`src/rtl/z80_pkg.sv`:
```
// z80_pkg: shared types and helpers for the Z80 bus-cycle sequencer.
//   bus_cyc_t  - bus cycle kinds requested by the control logic
//   t_state_t  - T-state of the machine cycle in progress
//   bus_out_t  - bundle of every registered bus/datapath control output
//   RFSH_MASK  - bit 7 of the refresh address is always held at 0
//   decode_bus - output bundle for a given T-state and cycle type
package z80_pkg;

    typedef enum logic [2:0] {
        FETCH  = 3'd0,
        MEM_RD = 3'd1,
        MEM_WR = 3'd2,
        IO_RD  = 3'd3,
        IO_WR  = 3'd4
    } bus_cyc_t;

    typedef enum logic [2:0] {
        IDLE,
        T1,
        T2,
        TW,
        T3,
        T4
    } t_state_t;

    localparam logic [7:0] RFSH_MASK = 8'h7F;

    typedef struct packed {
        logic m1_l;
        logic mreq_l;
        logic iorq_l;
        logic rd_l;
        logic wr_l;
        logic rfsh_l;
        logic latch;
        logic done;
        logic drive;
        logic addr_sel;
    } bus_out_t;

    localparam bus_out_t BUS_IDLE = '{
        m1_l:     1'b1,
        mreq_l:   1'b1,
        iorq_l:   1'b1,
        rd_l:     1'b1,
        wr_l:     1'b1,
        rfsh_l:   1'b1,
        latch:    1'b0,
        done:     1'b0,
        drive:    1'b0,
        addr_sel: 1'b0
    };

    function automatic logic is_io(input bus_cyc_t ty);
        return (ty == IO_RD) || (ty == IO_WR);
    endfunction

    // Pure decode of (state, type); the caller registers the result so the
    // pins never see a combinational path from any input.
    function automatic bus_out_t decode_bus(input t_state_t st, input bus_cyc_t ty);
        bus_out_t o;
        o = BUS_IDLE;
        case (ty)
            FETCH: begin
                if (st == T1 || st == T2 || st == TW) begin
                    o.m1_l   = 1'b0;
                    o.mreq_l = 1'b0;
                    o.rd_l   = 1'b0;
                end else if (st == T3 || st == T4) begin
                    o.mreq_l   = 1'b0;
                    o.rfsh_l   = 1'b0;
                    o.addr_sel = 1'b1;
                    o.latch    = (st == T3);
                    o.done     = (st == T4);
                end
            end
            MEM_RD: begin
                if (st != IDLE && st != T4) begin
                    o.mreq_l = 1'b0;
                    o.rd_l   = 1'b0;
                    o.latch  = (st == T3);
                    o.done   = (st == T3);
                end
            end
            MEM_WR: begin
                if (st != IDLE && st != T4) begin
                    o.mreq_l = 1'b0;
                    o.drive  = 1'b1;
                    o.wr_l   = (st == T1);
                    o.done   = (st == T3);
                end
            end
            IO_RD, IO_WR: begin
                if (st != IDLE && st != T4) begin
                    o.drive = (ty == IO_WR);
                    // I/O strobes start one T-state late: T1 carries address only.
                    if (st != T1) begin
                        o.iorq_l = 1'b0;
                        if (ty == IO_RD) o.rd_l = 1'b0;
                        else             o.wr_l = 1'b0;
                    end
                    o.latch = (st == T3) && (ty == IO_RD);
                    o.done  = (st == T3);
                end
            end
            default: o = BUS_IDLE;
        endcase
        return o;
    endfunction

endpackage

```
`src/rtl/z80_refresh_ctr.sv`:
```
// z80_refresh_ctr: DRAM refresh (R) counter.
//   clk   - system clock
//   rst_L - asynchronous active-low reset, clears the count
//   inc   - advance the count by one on this edge (wraps mod 2^WIDTH)
//   count - current refresh counter value
module z80_refresh_ctr #(
    parameter int unsigned WIDTH = 7
) (
    input  logic             clk,
    input  logic             rst_L,
    input  logic             inc,
    output logic [WIDTH-1:0] count
);

    always_ff @(posedge clk or negedge rst_L) begin
        if (!rst_L) begin
            count <= '0;
        end else if (inc) begin
            count <= count + WIDTH'(1);
        end
    end

endmodule

```
`src/rtl/z80_bus_cycle_fsm.sv`:
```
// z80_bus_cycle_fsm: M-cycle sequencer between Z80 control logic and bus pins.
//   clk, rst_L        - clock, asynchronous active-low reset
//   cyc_req, cyc_type - bus cycle request, sampled only while ready=1
//   WAIT_L            - external wait request (active low), honoured in T2/TW
//   ready             - a request is accepted on this edge
//   cyc_done          - pulse in the final T-state of a cycle
//   latch_data        - datapath loads data_bus into MDR on this edge
//   drive_data_en     - datapath drives data_out (write cycles)
//   addr_sel          - 1 selects the refresh address {I, rfsh_addr}
//   rfsh_addr         - refresh counter {1'b0, R[6:0]}
//   M1_L..RFSH_L      - active-low bus strobes
module z80_bus_cycle_fsm
    import z80_pkg::*;
#(
    parameter int unsigned IO_AUTO_WAIT = 1,
    parameter int unsigned RFSH_BITS    = 7
) (
    input  logic       clk,
    input  logic       rst_L,
    input  logic       cyc_req,
    input  logic [2:0] cyc_type,
    input  logic       WAIT_L,
    output logic       ready,
    output logic       cyc_done,
    output logic       latch_data,
    output logic       drive_data_en,
    output logic       addr_sel,
    output logic [7:0] rfsh_addr,
    output logic       M1_L,
    output logic       MREQ_L,
    output logic       IORQ_L,
    output logic       RD_L,
    output logic       WR_L,
    output logic       RFSH_L
);

    // Index of the forced I/O wait state in which WAIT_L is finally sampled.
    localparam logic [1:0] AUTO_LAST = (IO_AUTO_WAIT == 0) ? 2'd0 : 2'(IO_AUTO_WAIT - 1);

    t_state_t             state, nxt_state;
    bus_cyc_t             cyc, nxt_cyc;
    logic     [1:0]       wait_cnt, nxt_cnt;
    bus_out_t             outs, nxt_outs;
    logic                 accept;
    logic [RFSH_BITS-1:0] r_cnt;

    always_comb begin
        nxt_state = state;
        nxt_cyc   = cyc;
        nxt_cnt   = wait_cnt;
        accept    = cyc_req && (cyc_type <= 3'd4);

        // A completing cycle is ready like IDLE, so a new request chains
        // straight into T1 with no idle gap.
        if (ready) begin
            if (accept) begin
                nxt_state = T1;
                nxt_cyc   = bus_cyc_t'(cyc_type);
            end else begin
                nxt_state = IDLE;
            end
        end else begin
            case (state)
                T1: begin
                    nxt_state = T2;
                    nxt_cnt   = '0;
                end
                T2: begin
                    if (is_io(cyc) && (IO_AUTO_WAIT != 0)) nxt_state = TW;
                    else                                    nxt_state = WAIT_L ? T3 : TW;
                end
                TW: begin
                    if (is_io(cyc) && (wait_cnt != AUTO_LAST)) begin
                        nxt_cnt = wait_cnt + 2'd1;
                    end else begin
                        nxt_state = WAIT_L ? T3 : TW;
                    end
                end
                T3:      nxt_state = (cyc == FETCH) ? T4 : IDLE;
                default: nxt_state = IDLE;
            endcase
        end

        nxt_outs = decode_bus(nxt_state, nxt_cyc);
    end

    always_ff @(posedge clk or negedge rst_L) begin
        if (!rst_L) begin
            state    <= IDLE;
            cyc      <= FETCH;
            wait_cnt <= '0;
            outs     <= BUS_IDLE;
            ready    <= 1'b1;
        end else begin
            state    <= nxt_state;
            cyc      <= nxt_cyc;
            wait_cnt <= nxt_cnt;
            outs     <= nxt_outs;
            ready    <= (nxt_state == IDLE) || nxt_outs.done;
        end
    end

    // R advances on the edge that ends the fetch T4.
    z80_refresh_ctr #(
        .WIDTH(RFSH_BITS)
    ) u_rfsh (
        .clk   (clk),
        .rst_L (rst_L),
        .inc   (state == T4),
        .count (r_cnt)
    );

    assign rfsh_addr     = 8'(r_cnt) & RFSH_MASK;
    assign M1_L          = outs.m1_l;
    assign MREQ_L        = outs.mreq_l;
    assign IORQ_L        = outs.iorq_l;
    assign RD_L          = outs.rd_l;
    assign WR_L          = outs.wr_l;
    assign RFSH_L        = outs.rfsh_l;
    assign latch_data    = outs.latch;
    assign cyc_done      = outs.done;
    assign drive_data_en = outs.drive;
    assign addr_sel      = outs.addr_sel;

endmodule

```
`config.mk`:
```
export PLATFORM = sky130hd
export DESIGN_NAME = z80_bus_cycle_fsm
export DESIGN_NICKNAME = d
export VERILOG_FILES = /design/src/rtl/z80_pkg.sv /design/src/rtl/z80_refresh_ctr.sv /design/src/rtl/z80_bus_cycle_fsm.sv
export SDC_FILE = /design/constraint.sdc
export NUM_CORES = 1
export LEC_CHECK = 0
export CORE_MARGIN = 2
export CORE_UTILIZATION = 51
export CTS_CLUSTER_SIZE = 24
export DETAILED_ROUTE_END_ITERATION = 8
export PLACE_DENSITY = 0.88
export SYNTH_ARGS = -nofsm -noshare
export SYNTH_HDL_FRONTEND = slang
export SYNTH_SLANG_ARGS = --single-unit
```
`constraint.sdc`:
```
create_clock -name clk -period 2.22 [get_ports clk]
set_input_delay 0.444 -clock clk [delete_from_list [all_inputs] [get_ports clk]]
set_output_delay 0.444 -clock clk [all_outputs]
set_load 0.02 [all_outputs]
```
# Word-level counts from Yosys, hierarchy flattened
# Cells that the tools add are included.
# totals
register_bits	26
input_bits	7
# op_classes
addsub	2
magnitude_cmp	1
eq_ne	19
mux	37
bitwise_logic	1
n_reduce_logical	18
# op_table
op	count
$mux W3	12
$eq A3 B2 Y1 const B	7
$eq A3 B3 Y1 const B	6
$mux W1	14
$pmux W3 S4	1
$eq A3 B1 Y1 const B	3
$logic_not A3 Y1	3
$add A7 B1 Y7 const B	1
$mux W2	3
$pmux W1 S2	3
$pmux W1 S3	2
$logic_or A1 B1 Y1	5
$logic_and A1 B1 Y1	4
$pmux W1 S4	1
$pmux W2 S2	1
$reduce_bool A2 Y1	2
$reduce_or A2 Y1	2
$le A3 B3 Y1 const B	1
$ne A3 B1 Y1 const B	1
$ne A3 B3 Y1 const B	1
$reduce_and A3 Y1	1
$reduce_bool A3 Y1	1
$add A2 B1 Y2 const B	1
$ne A2 B2 Y1 const B	1
$not A1 Y1	1

# Logic depth before layout (Yosys ltp)
# Gate-level depths: netlist of the first run.
# depth
depth_word	12
mapped_depth	8
ltp_nobuf	8

# Modules after synthesis
# Synthesis of the first run repeated with hierarchy kept, for this count alone.
# unflattened
cells_unflattened	114
hier_area_um2	1242.4
# by_module_without_submodules
mod	n_inst	cells_per_inst	area_each_um2
z80_bus_cycle_fsm	1	92	959.7
z80_refresh_ctr	1	22	282.8

# Worst setup path after synthesis of the first run
# Ideal clock, no wire load.
# synth_path
path_type	register -> register
from	register ready
to	register outs, in the netlist cyc_done
setup_time_ps	130
t_arrival_ps	1538
required_time_ps	2090
path_slack_ps	552
path_stages_with_launch	7
path_buffers	0
cell_sequence	dfstp_2 nand2_2 o22ai_2 inv_2 xnor2_1 a221oi_2 nor2_1
# synth_lines
element	line	text
from (decl)	z80_bus_cycle_fsm.sv:23	output logic ready,
from (signal assigned)	z80_bus_cycle_fsm.sv:99	ready <= (nxt_state == IDLE) || nxt_outs.done;
to (signal assigned)	z80_bus_cycle_fsm.sv:98	outs <= nxt_outs;
to (decl)	z80_bus_cycle_fsm.sv:43	bus_out_t outs, nxt_outs;

# Worst setup path in the final report of the first run
# layout_path
from	register ready
to	output ready
# No word-level cell between the ends.

==> results of run 1 <==
sequential cells by signal, summed over array words and instances, names as in the netlist:
signal / cells
RFSH_L: 1
ready: 1
RD_L: 1
MREQ_L: 1
latch_data: 1
drive_data_en: 1
IORQ_L: 1
cyc_done: 1
M1_L: 1
state: 3
WR_L: 1
cyc: 3
u_rfsh.count: 7
addr_sel: 1
wait_cnt: 2
cell usage in the layout, fill, tap and decap left out, types with 2 or more instances in the layout:
master	Yosys	routed
sky130_fd_sc_hd__clkbuf_4	0	3
sky130_fd_sc_hd__o21ai_0	3	3
sky130_fd_sc_hd__a21oi_1	2	2
sky130_fd_sc_hd__and3b_1	2	2
sky130_fd_sc_hd__mux2_2	2	2
sky130_fd_sc_hd__a21o_1	5	5
sky130_fd_sc_hd__and4b_2	2	2
sky130_fd_sc_hd__nor3_1	3	3
sky130_fd_sc_hd__buf_4	1	4
sky130_fd_sc_hd__inv_2	3	3
sky130_fd_sc_hd__nand4_1	3	3
sky130_fd_sc_hd__nand3_1	3	3
sky130_fd_sc_hd__xnor2_1	7	7
sky130_fd_sc_hd__nand2_1	8	8
sky130_fd_sc_hd__a22o_1	2	2
sky130_fd_sc_hd__ha_1	2	2
sky130_fd_sc_hd__dfrtp_1	19	19
sky130_fd_sc_hd__inv_1	5	5
sky130_fd_sc_hd__nor2_1	9	9
sky130_fd_sc_hd__clkdlybuf4s50_1	0	24
sky130_fd_sc_hd__o21ai_2	2	2
sky130_fd_sc_hd__o211ai_1	4	4
sky130_fd_sc_hd__dfstp_2	7	7
power by group through the flow:
| stage | logic, mW | clock network (mW) | registers [mW] |
|---|---|---|---|
| 2_1_floorplan | 0.219 | 0 | 0.601 |
| 3_3_place_gp | 0.343 | 0 | 0.588 |
| 3_5_place_dp | 0.352 | 0 | 0.591 |
| 4_1_cts | 0.355 | 0.335 | 0.583 |
| 5_1_grt | 0.386 | 0.354 | 0.592 |
| 6_report | 0.356 | 0.330 | 0.583 |
worst min-delay path by stage:
stage	to	slack (ps)	cells past startpoint
final	u_rfsh.count[4]	460	2
after global routing	wait_cnt[0]	480	2
after CTS	u_rfsh.count[4]	460	2
after detailed placement	u_rfsh.count[5]	500	1
after global placement	u_rfsh.count[6]	460	1
after floorplan	addr_sel	150	0
worst register-to-register path, delay by kind of cell, from the launching register on:
kind                      cells  cell delay (ps)
xor gates and xnor gates      1              170
buffers and inverters         1              100
and+or+nand+nor               2              230
DFF                           1              660
AOI/OAI and AO/OA             2              460
cell type report:
class,instances,area share (%)
Multi-Input combinational cell,83,37.57
Clock buffer,3,1.339
Tap cell,30,2.232
Sequential cell,26,39.21
Inverter,8,1.786
Timing Repair Buffer,28,16.07
Clock inverter,1,1.786
metrics by stage:
| step | area [um^2] | total power [mW] |
|---|---|---|
| global route | 1682 | 1.332 |
| floorplan | 1360 | 0.8207 |
| CTS | 1682 | 1.273 |
| global placement | 1629 | 0.9309 |
| finish | 1682 | 1.268 |
| detailed placement | 1629 | 0.9423 |
cells by family after synthesis:
kind of cell             count (synthesis)  share of synthesized area [%]
flip-flops                              26                          48.48
AO/OA/AOI/OAI                           31                          20.33
multiplexers                             2                          1.656
XOR/XNOR                                 8                          5.152
buffers and inverters                   13                          5.059
other                                    1                         0.2757
AND/OR/NAND/NOR                         39                          17.20
adder cells (fa/ha/maj)                  2                          1.840
per-layer routing:
layer | vias up | share of wire, % | GRT usage, %
li1 | 489 | - | -
met1 | 508 | 46 | 26.03
met2 | 30 | 49 | 29.42
met3 | 2 | 4.4 | 3.721
met4 | 0 | 0.33 | 7.317
met5 | - | 0 | 0
==> flow_results.org, run 1 <==
** Status
- Result of the run :: finished, final reports clean

** Logic synthesis
- In the synthesized netlist the dominant register cell turns out to be sky130_fd_sc_hd__dfrtp_1.
- Summed over all instances, the cell type with the most area after synthesis is sky130_fd_sc_hd__dfrtp_1.
- Count of distinct cell types in the synthesized netlist :: between 40 and 50
- Ranked by total cell area, the synthesized netlist is headed by sky130_fd_sc_hd__dfrtp_1, sky130_fd_sc_hd__dfstp_2, sky130_fd_sc_hd__xnor2_1.
- Yosys printed 0 warnings.
- Synthesis-stage register bit count :: 26
- Synthesis produced a netlist whose cell count is 122.
- Post-synth EDFFs :: 0
- Average footprint of a synthesized cell :: 11.15 um^2
- Async set-or-reset flop fraction in the synthesized netlist :: between 90% and 100%
- When the netlist entered floorplanning its net count stood at 131.
- Sequential area share after synthesis :: 48.48%
- Synth top cells by count :: sky130_fd_sc_hd__dfrtp_1, sky130_fd_sc_hd__nor2_1, sky130_fd_sc_hd__nand2_1
- Summing every instance area after synthesis gives 1360 um^2.
- Leading cell type by number of instances after synthesis :: sky130_fd_sc_hd__dfrtp_1
- Area fraction of the dominant cell type after synthesis :: 34.96%

** Detailed routing
- In the routed design, unresolved DRC markers number 0.
- Wire length per cell after detailed routing :: around 15 um
- Vias after detailed routing :: 1,029
- Number of iterations in the first detailed-routing pass :: 4
- After detailed routing, the number of vias per cell comes to 5.749.
- Detailed Route Iter0 Violations :: 17
- Wires add up to 2753 um.
- Once detail routing completed, the nets flagged for antenna violations numbered 0.

** CTS
- The tree is rooted in a sky130_fd_sc_hd__clkbuf_4.
- Clock tree from TritonCTS :: yes
- In this run, CTS created clock tree buffers numbering 3.
- Clock-pin transition on the worst setup and hold timing paths :: around 150 ps
- Number of buffers inserted by post-CTS setup repair :: 0
- Maximum count of clock buffers along a single path :: 2
- CTS saw 26 sinks.
- Clock network latency to the later pin of the worst-skew pair :: 320 ps
- Number of gates resized after cts :: 0
- Hold repair after CTS inserted 0 buffers.
- Maximum level of the CTS H-tree :: 1

** Power and ir drop
- Of the total power, registers draw 45.9%.
- Worst-case vdd ir drop :: 0.6445 mV
- Per report_power, the combinational group accounts for 28.1% of the total.
- Internal power comes to 0.8634 mW.
- Clock share of power :: 26.0%
- Lkg Pwr :: 0.7196 nW
- The analysis attributes to net switching a power of 0.4047 mW.
- Areal power density over the cells :: 754.1 nW/um^2
- Of the total power, the share spent switching nets is 31.91%.

** Setup path
- Endpoint of the worst register-to-register path :: cyc_done
- Worst setup path endpoint :: ready
- Data on the critical path is required at its endpoint by 1780 ps.
- The critical path goes through clkdlybuf4s50_1.
- FF-to-FF Start :: ready
- Top fanout value on the critical path :: 9
- Broken down by cell family, the worst path's largest delay share belongs to flip-flops.
- The largest single stage delay on the critical path is ~660 ps.
- In this run the number of cells on the critical path is 1.
- Launch point of the critical path :: ready
- STA classifies the critical path endpoint as an output port.
- Crit Path Category :: reg2out
- Data arrival at the endpoint of the critical path :: 1620 ps
- Measured in cells, the most critical reg-to-reg path has a length of 6.
- Together, buffers and inverters on the worst path number 1.
- Max stage delay cell, worst path :: sky130_fd_sc_hd__dfstp_2
- Worst setup SP type :: register
- For flop-to-flop paths, the worst setup slack is around 500 ps.

** Floorplanning
- Pin placement for this block handled 26 I/O pins.
- Vertical die dimension :: 55.64 um
- The region available for standard cell placement spans 2500 um^2.
- Area of the die :: 3096 um^2
- Initial core utilization :: a little over half
- The floorplan step set the die width to roughly 56 um.
- FP Rows :: 18

** Global routing
- The initial antenna violation count came to 0.
- Wire length of the first global-routing pass :: 4678 um
- Global router's overall resource usage :: 18.88%
- Pin count of the biggest net entering global routing :: 27
- Total gr overflow :: 0
- Vias in the first global route :: 1,028

** Cells and area
- Number of filler cells placed in the layout :: 185
- Cells fill 67.27% of the core in the end.
- Multi-input gate area :: 631.9 um^2
- Flip-flop and latch area :: 659.4 um^2
- Of the cells placed in the final design, the portion with a size suffix greater than 1 is 25.50%.
- Post-synthesis to final-layout area growth :: 23.64%
- Non-filler cells, final :: 179
- # nets final :: 159
- The number of antenna diodes in the final layout is 0.

** Timing
- Setup violations remaining at the end of the flow were counted as 0.
- Timing would allow up to 483.8 MHz.
- Fin crit share :: a little over 90%
- The clock arrives with between 1.5 and 2 ps of skew.
- Setup slack on the critical path of the routed design comes to 153.2 ps.
- Final period demand of the worst path :: 2067 ps
- RSZ-0062 raised after global routing :: false
- Final Hold Viols :: 0
- The total count of max-transition violations in the final report was 0.
- Setup TNS :: 0 ps
- Worst hold slack :: 455.6 ps

** Placement
- At the end of routability-driven placement, the weighted congestion stood at 0.8693.
- Pre-CTS setup slack :: 152.9 ps
- Buffers placed on the I/O ports in this run total 24.
- Hpwl dp :: roughly 2000 um
- Placed Cells incl. Taps :: 175

** Hold path
- The min-delay analysis places its worst path in the category in2async.

** Run
- Max-cap violations in this run came to 0.
(Power assumes the default switching activity.)
==> run 2, diff against run 1 <==
--- a/config.mk
+++ b/config.mk
@@ -10,6 +10,8 @@
 export CTS_CLUSTER_SIZE = 24
 export DETAILED_ROUTE_END_ITERATION = 8
 export PLACE_DENSITY = 0.88
+export SLEW_MARGIN = 20
 export SYNTH_ARGS = -nofsm -noshare
 export SYNTH_HDL_FRONTEND = slang
 export SYNTH_SLANG_ARGS = --single-unit
+export TNS_END_PERCENT = 1
==> results of run 2 <==
Final layout, timing and power as in run 1 (identical DEF).
